<file path="src/rtl/time_keeper.sv">
// time_keeper
//   Real-time clock and time-setting controller. Keeps a BCD HH:MM:SS time
//   that advances once per second in RUN. While set_en is on, the push
//   buttons let the user edit hours and minutes.
//
//   Optional build macro: TIMEKEEPER_AUTOREPEAT_EN
//     When defined, holding u or d in a SET state for HOLD_CYCLES gives one
//     extra step, then one more step every REPEAT_CYCLES while still held.
//     When undefined, each rising edge gives exactly one step.
//
// Ports
//   clk       system clock
//   resetn    synchronous active-low reset
//   set_en    time-setting enable (service switch 1)
//   push_u/d/l/r/m  debounced push buttons (level)
//   current   BCD {H10,H1,M10,M1}
//   seconds   BCD {S10,S1}
//   mode      00 RUN, 01 SET_HOUR, 10 SET_MIN
//   sec_tick  one-cycle pulse per second in RUN
module time_keeper #(
  parameter int TICKS_PER_SEC = 100000000,
  parameter int HOLD_CYCLES   = 50000000,
  parameter int REPEAT_CYCLES = 10000000
) (
  input  logic        clk,
  input  logic        resetn,
  input  logic        set_en,
  input  logic        push_u,
  input  logic        push_d,
  input  logic        push_l,
  input  logic        push_r,
  input  logic        push_m,
  output logic [15:0] current,
  output logic [7:0]  seconds,
  output logic [1:0]  mode,
  output logic        sec_tick
);

  localparam int PW = (TICKS_PER_SEC > 1) ? $clog2(TICKS_PER_SEC) : 1;
  localparam logic [PW-1:0] PRESC_LAST = PW'(TICKS_PER_SEC - 1);

  typedef enum logic [1:0] {
    RUN      = 2'b00,
    SET_HOUR = 2'b01,
    SET_MIN  = 2'b10
  } state_t;

  state_t        state, state_n;
  logic [PW-1:0] presc, presc_n;
  logic [7:0]    hour_n, min_n, sec_n;
  logic          tick_n;
  logic [4:0]    push_vec, push_q, ev;
  logic          ev_m, ev_u, ev_d, ev_l, ev_r, any_ev;
  logic          rep_up_fire, rep_dn_fire;
  logic          step_up, step_dn;

  // BCD digit helpers; every result stays valid BCD.
  function automatic logic [7:0] hour_inc(input logic [7:0] h);
    if (h == 8'h23)      return 8'h00;
    if (h[3:0] == 4'd9)  return {h[7:4] + 4'd1, 4'd0};
    return h + 8'd1;
  endfunction

  function automatic logic [7:0] hour_dec(input logic [7:0] h);
    if (h == 8'h00)      return 8'h23;
    if (h[3:0] == 4'd0)  return {h[7:4] - 4'd1, 4'd9};
    return h - 8'd1;
  endfunction

  function automatic logic [7:0] sixty_inc(input logic [7:0] v);
    if (v == 8'h59)      return 8'h00;
    if (v[3:0] == 4'd9)  return {v[7:4] + 4'd1, 4'd0};
    return v + 8'd1;
  endfunction

  function automatic logic [7:0] sixty_dec(input logic [7:0] v);
    if (v == 8'h00)      return 8'h59;
    if (v[3:0] == 4'd0)  return {v[7:4] - 4'd1, 4'd9};
    return v - 8'd1;
  endfunction

  // Button edges with fixed priority m > u > d > l > r.
  assign push_vec = {push_m, push_u, push_d, push_l, push_r};
  assign ev       = push_vec & ~push_q;
  assign any_ev   = |ev;
  assign ev_m     = ev[4];
  assign ev_u     = ev[3] & ~ev[4];
  assign ev_d     = ev[2] & ~|ev[4:3];
  assign ev_l     = ev[1] & ~|ev[4:2];
  assign ev_r     = ev[0] & ~|ev[4:1];

`ifdef TIMEKEEPER_AUTOREPEAT_EN
  localparam int RMAX = (HOLD_CYCLES > REPEAT_CYCLES) ? HOLD_CYCLES : REPEAT_CYCLES;
  localparam int CW   = $clog2(RMAX) + 1;

  logic [CW-1:0] rep_cnt;
  logic          rep_phase;
  logic          rep_keep, rep_fire;

  // Counting continues only while a u/d is held in a SET state with no
  // new button edge and no exit; anything else restarts the hold delay.
  assign rep_keep = (state != RUN) && set_en && !any_ev && (push_u || push_d);
  assign rep_fire = rep_keep && (rep_phase ? (rep_cnt == CW'(REPEAT_CYCLES - 1))
                                           : (rep_cnt == CW'(HOLD_CYCLES - 1)));
  assign rep_up_fire = rep_fire && push_u;
  assign rep_dn_fire = rep_fire && !push_u;

  always_ff @(posedge clk) begin
    if (!resetn || !rep_keep) begin
      rep_cnt   <= '0;
      rep_phase <= 1'b0;
    end else if (rep_fire) begin
      rep_cnt   <= '0;
      rep_phase <= 1'b1;
    end else begin
      rep_cnt   <= rep_cnt + CW'(1);
    end
  end
`else
  localparam int unused_cfg = HOLD_CYCLES + REPEAT_CYCLES;
  assign rep_up_fire = 1'b0;
  assign rep_dn_fire = 1'b0;
`endif

  assign step_up = ev_u | rep_up_fire;
  assign step_dn = ev_d | rep_dn_fire;

  always_comb begin
    state_n = state;
    presc_n = presc;
    tick_n  = 1'b0;
    hour_n  = current[15:8];
    min_n   = current[7:0];
    sec_n   = seconds;
    case (state)
      RUN: begin
        if (presc == PRESC_LAST) begin
          presc_n = '0;
          tick_n  = 1'b1;
        end else begin
          presc_n = presc + PW'(1);
        end
        // The registered tick one cycle ago applies the increment now, so
        // the new time is visible the cycle after sec_tick.
        if (sec_tick) begin
          sec_n = sixty_inc(seconds);
          if (seconds == 8'h59) begin
            min_n = sixty_inc(current[7:0]);
            if (current[7:0] == 8'h59) hour_n = hour_inc(current[15:8]);
          end
        end
        if (ev_m && set_en) begin
          state_n = SET_HOUR;
          presc_n = '0;
          tick_n  = 1'b0;
        end
      end
      SET_HOUR: begin
        presc_n = '0;
        if (!set_en || ev_m) begin
          state_n = RUN;
          sec_n   = 8'h00;
        end else if (step_up) begin
          hour_n  = hour_inc(current[15:8]);
        end else if (step_dn) begin
          hour_n  = hour_dec(current[15:8]);
        end else if (ev_r) begin
          state_n = SET_MIN;
        end
      end
      SET_MIN: begin
        presc_n = '0;
        if (!set_en || ev_m) begin
          state_n = RUN;
          sec_n   = 8'h00;
        end else if (step_up) begin
          min_n   = sixty_inc(current[7:0]);
        end else if (step_dn) begin
          min_n   = sixty_dec(current[7:0]);
        end else if (ev_l) begin
          state_n = SET_HOUR;
        end
      end
      default: begin
        state_n = RUN;
        presc_n = '0;
      end
    endcase
  end

  always_ff @(posedge clk) begin
    if (!resetn) begin
      state    <= RUN;
      presc    <= '0;
      current  <= 16'h0000;
      seconds  <= 8'h00;
      sec_tick <= 1'b0;
      push_q   <= '1;
    end else begin
      state    <= state_n;
      presc    <= presc_n;
      current  <= {hour_n, min_n};
      seconds  <= sec_n;
      sec_tick <= tick_n;
      push_q   <= push_vec;
    end
  end

  assign mode = state;

endmodule

</file>
<file path="config.mk">
export PLATFORM = sky130hd
export DESIGN_NAME = time_keeper
export DESIGN_NICKNAME = d
export VERILOG_FILES = /design/src/rtl/time_keeper.sv
export SDC_FILE = /design/constraint.sdc
export NUM_CORES = 1
export LEC_CHECK = 0
export CORE_UTILIZATION = 55
export CTS_BUF_LIST = sky130_fd_sc_hd__clkbuf_4
export DETAILED_ROUTE_END_ITERATION = 10
export PLACE_DENSITY = 0.76
export SYNTH_ARGS = -nofsm -noshare
export SYNTH_HDL_FRONTEND = slang
export SYNTH_SLANG_ARGS = --single-unit
</file>
<file path="constraint.sdc">
create_clock -name clk -period 3.7 [get_ports clk]
set_input_delay 1.11 -clock clk [delete_from_list [all_inputs] [get_ports clk]]
set_output_delay 1.11 -clock clk [all_outputs]
set_load 0.01 [all_outputs]
</file>
== Word-level counts from Yosys, hierarchy flattened ==
Index checks and enable logic that the tools add are counted.

* Input port bits: 8
* Word-level logic and storage cells: 189
* Memory bits (read-only): 0
* Flip-flop bits (word level): 59
* Bits in latches: 0
* Output and inout port bits: 27
* Bits in writable memories: 0
* Memories: 0

* $add $sub $neg: 11
* Multiplexer cells: 114
* Multiply operators: 0
* Equal/unequal tests: 24
* Order comparisons: 0
* Div/mod/pow operators: 0
* Reductions and logical operators: 24
* Bitwise operators: 9
* Shift operators: 0

{| class="wikitable"
|+ Operators with widths
! kind !! count
|-
| $mux W8 || 37
|-
| $mux W1 || 64
|-
| $pmux W8 S2 || 3
|-
| $add A27 B1 Y27 const B || 1
|-
| $eq A27 B27 Y1 const B || 1
|-
| $add A8 B1 Y8 const B || 3
|-
| $ne A3 B3 Y1 const B || 8
|-
| $mux W2 || 9
|-
| $eq A8 B7 Y1 const B || 2
|-
| $logic_not A8 Y1 || 2
|-
| $sub A8 B1 Y8 const B || 2
|-
| $add A4 B1 Y4 const B || 3
|-
| $eq A4 B4 Y1 const B || 3
|-
| $ne A2 B2 Y1 const B || 6
|-
| $eq A8 B6 Y1 const B || 1
|-
| $logic_not A4 Y1 || 2
|-
| $reduce_or A4 Y1 || 2
|-
| $sub A4 B1 Y4 const B || 2
|-
| $reduce_and A7 Y1 || 1
|-
| $pmux W2 S3 || 1
|-
| $reduce_and A6 Y1 || 1
|-
| $reduce_bool A2 Y1 || 3
|-
| $reduce_or A3 Y1 || 2
|-
| $and A5 B5 Y5 || 1
|-
| other kinds (13) || 22
|}

== Depth between registers and ports, before layout ==
* Depth in word-level cells: 20
* Depth in mapped cells: 9
* Gate-level depth less buffers: 7

== Worst setup path after synthesis ==
Ideal clock, no wire load.

* Path kind: input to register
* From: input port push_m
* To: register current[6]
* Setup slack: 1.025 ns
* Stages on the path: 6
* Path buffers: 1
* Required time: 3.630 ns
* Data arrival time: 2.604 ns
* Setup time: 0.070 ns
* Cell sequence: nor2b_1 buf_2 a211o_1 a211o_1 or4_1 a21oi_1

* Longest elaborated chain between the ends: 6
* Elaborated cells between the ends (all ways): 13
* Classes of those cells: eq/ne (2); mux (3); bitwise (4); reduce/logical (4)

{| class="wikitable"
|+ Ends and longest elaborated chain
! item !! RTL line !! text
|-
| start: declaration || 32 || <nowiki>input logic push_m,</nowiki>
|-
| $and A5 B5 Y5 (*) || 84 || <nowiki>assign ev = push_vec & ~push_q;</nowiki>
|-
| $reduce_or A2 Y1 / $not A1 Y1 (equally long branches) || 88, 87 ||
|-
| $logic_not A1 Y1 / $and A1 B1 Y1 (equally long branches) || 88, 87 ||
|-
| $and A1 B1 Y1 / $mux W8 (equally long branches) || 88, 176 ||
|-
| $ne A3 B3 Y1 (no source line) / $mux W8 (equally long branches) || -- ||
|-
| $reduce_and A5 Y1 (no source line) / $pmux W8 S2 (equally long branches) || -- ||
|-
| end signal: assignment || 202 || <nowiki>current <= {hour_n, min_n};</nowiki>
|-
| end: declaration || 33 || <nowiki>output logic [15:0] current,</nowiki>
|}

Every way passes the cells marked *; elsewhere a longest branch is shown, timed or not. The select of a mux whose other input is x is not followed.
A chain may end at the register's enable or synchronous reset.

== Worst setup path after layout ==
* From: input port push_u
* To: register current[6]

* Longest elaborated chain between the ends: 6
* Elaborated cells between the ends (all ways): 10
* Classes of those cells: eq/ne (1); mux (3); bitwise (3); reduce/logical (3)

{| class="wikitable"
|+ Ends and longest elaborated chain
! item !! RTL line !! text
|-
| start: declaration || 28 || <nowiki>input logic push_u,</nowiki>
|-
| $and A5 B5 Y5 (*) || 84 ||
|-
| $reduce_or A2 Y1 || 88 || <nowiki>assign ev_d = ev[2] & ~|ev[4:3];</nowiki>
|-
| $logic_not A1 Y1 || 88 ||
|-
| $and A1 B1 Y1 || 88 ||
|-
| $ne A3 B3 Y1 (no source line) || -- ||
|-
| $reduce_and A5 Y1 (no source line) || -- ||
|}

Marks and branches as above.

==> results.tsv <==
metric	value	unit
outcome	finished, violations left	
violations	design-rule violations	
slew_viol_final	0	
power.sequential.fraction	35.9	%
grt_remaining_overflow	0	
rows	29	
ff2ff_path_depth	7	
synth_edf_count	0	
crit_cells	6	
ctsHtreeMaxLevel	3	
cpLargestDelayFamily	compound AO/OA/AOI/OAI gates	
firstDrtPassIters	7	
crit_required	4030	ps
class_of_the_most_critical_setup_path	in -> reg	
cts-root-to-sink-buffers	2	
wirelength	8.38	mm
crit-reg2reg-launch	current[9]	
critical_path.reg2reg.endpoint	current[12]	
power_per_cell_area	542	nW/um^2
worst_hold_path.num_cells	1	
average_wire_per_standard_cell	14.8	um
dieArea	7090	um^2
crit_start	push_u	
critical_path.max_stage_delay	530	ps
global_route.usage.total	24.7	%
leading_cell_types_by_total_area_after_synthesis	dfxtp_1, ha_1, nor2_1	
setup_total_negative_slack	0	ps
setup_fix_buffers_added_after_clock_tree_synthesis	0	
critical_path.endpoint	current[6]	
synth_sequential_area_ratio	31.8	%
cts_inserted_buffers	9	
vdd.ir_drop.worst	391	uV
cells_after_dpl	552	
setup_violations	0	
die-height	84.2	um
fin_skew	16.9	ps
yosysWarnings	0	
synth_fp_nets	489	
hold_ws	465	ps
tritoncts_clock_tree	built	
ffs_latches_synth	59	
gp_congestion	0.938	
fraction_of_post_synthesis_cell_area_in_the_top_cell_type_by_area	31.8	%
leak_pwr	1.57	nW
switchingPower	0.000955	W
clk-insertion-delay-late	410	ps
synthTopCellsByCount	dfxtp_1, nor2_1, a21oi_1	
width_of_the_chip	84.2	um
route.detailed.vias_per_inst	6.04	
critical_path_buf_inv_count	1	
cts-root-buf	clkbuf_4	
share_comb_of_total_power	43.6	%
grt_start_max_net_pins	26	
detail_route.iter0.violations	239	
p_clk_share	20.4	%
global_route_wire_length_before_repair	14.4	mm
nNetsFinal	518	
post_synth.cell_area_avg	8.14	um^2
drt.antenna.violating_nets	0	
layout-drive-gt1-share	6.11	%
drc	10	
antenna_diodes	0	
worst_ep_arrival_time	3210	ps
clkSlewWorstSetupHoldPaths	120	ps
yosys.cell_count.top_type	dfxtp_1	
placement.io_buffers	34	
netlist-cell-type-count	59	
netlist_area	3720	um^2
maxCapViolations	0	
setup.worst_path.start_class	input port	
final_core_utilization	66.2	%
place_area	4110	um^2
transition_time_at_the_pin_with_the_least_slew_margin	946	ps
worst-path-max-fanout	9	
timing.reg2reg.setup_slack	1380	ps
num_vias	3428	
io-pin-count	35	
setup_repair_after_global_routing_missed_its_margin	no	
postSynthCellCount	457	
synth_async_sr_flop_share	0	%
finalCriticalPeriod	2880	ps
place.detailed.hpwl	5.96	mm
post-route-cell-area	4250	um^2
postCtsHoldBufs	0	
hold_class	reg -> reg	
antenna_found_initial	0	
stdcell_count	568	
yosys.area.top_type	dfxtp_1	
report.final.hold_viol_count	0	
endpoint_kind	flip-flop	
timing.critical_path.slowest_stage_cell	or4_1	
synth_to_final_area_change	14.4	%
cell_internal_pwr	0.00135	W
period_share	77.7	%
post_cts_resize_count	0	
crit_chain	clkdlybuf4s50_1 > nand2b_1 > a211o_1 > a211o_1 > or4_1 > a21oi_1	
slew_headroom	36.4	%
power.share.switching	41.5	%
initial_core_util	57.9	%
crit_top_cell	a211o_1	
grt_pass1_vias	3154	
postSynth.topFlopCell	dfxtp_1	
tritoncts_num_sinks	59	
core_region_area	6420	um^2
filler_cell_count	562	
fmax	0.348	GHz
[how the worst min path moves through the flow]
stage / from / endpoint
floorplan: presc[0] / presc[0]
global placement: presc[0] / presc[0]
detailed placement: presc[0] / presc[0]
CTS: presc[0] / presc[0]
global route: presc[0] / presc[0]
finish: presc[0] / presc[0]
[registers in the layout, indices dropped and copies added (netlist names)]
name,cells
current,16
push_q,5
sec_tick,1
seconds,8
presc,27
mode,2
[worst reg2reg max path, delay by kind of cell (launching register included)]
family | cells | cell delay, ps
simple gates | 1 | 520
flops | 1 | 400
compound gates | 4 | 890
buf+inv | 1 | 150
fa+ha+maj | 1 | 230
[power by group through the flow]
stage	registers, W	logic [W]	clock network (W)
floorplan	0.000800	0.000729	0
global placement	0.000837	0.000972	0
detailed placement	0.000839	0.000991	0
CTS	0.000826	0.000999	0.000481
global route	0.000849	0.00110	0.000511
finish	0.000828	0.00101	0.000470
[final cells by class]
cell class	count	area, um^2	share of cell area, %
Inverter	21	78.8	1.85
Clock buffer	9	67.6	1.59
Multi-Input combinational cell	356	2370	55.8
Sequential cell	59	1180	27.8
Tap cell	77	96.3	2.27
Timing Repair Buffer	39	378	8.88
Clock inverter	7	76.3	1.79
[layer usage]
layer / global-route usage (%) / part of all wire (%)
met2: 39.7 / 46
met1: 33.6 / 48
met5: 0 / 0
met3: 3.64 / 4.7
met4: 9.09 / 1.2
[metrics by stage]
step / setup slack [ps] / total power, W
3_5_place_dp: 421 / 0.00183
6_report: 825 / 0.00230
2_1_floorplan: 1030 / 0.00153
3_3_place_gp: 458 / 0.00181
5_1_grt: 628 / 0.00246
4_1_cts: 836 / 0.00230
[cell families after synthesis]
kind of cell    Yosys count  share of synthesized area (%)
buf+inv                  42                           4.37
mux                       4                           1.08
flops                    59                           31.8
xor+xnor                 31                           7.30
compound gates          105                           19.0
simple gates            192                           28.4
fa+ha+maj                24                           8.08
[cells in the final DEF (no fill, tap or decap), drive strengths merged, types with 6 or more instances in the layout]
master and instances:
xor2 21, nand2 23, ha 24, o211ai 7, dfxtp 59, nand2b 12
clkbuf 9, nand3 17, inv 22, nor3 8, nor2 55, and2 6
a21oi 25, o21ai 25, xnor2 10, a31oi 6, nor2b 6, and4 8
clkdlybuf4s50 34, and3 8, a211oi 6, nand4 16
(Power assumes the default switching activity.)
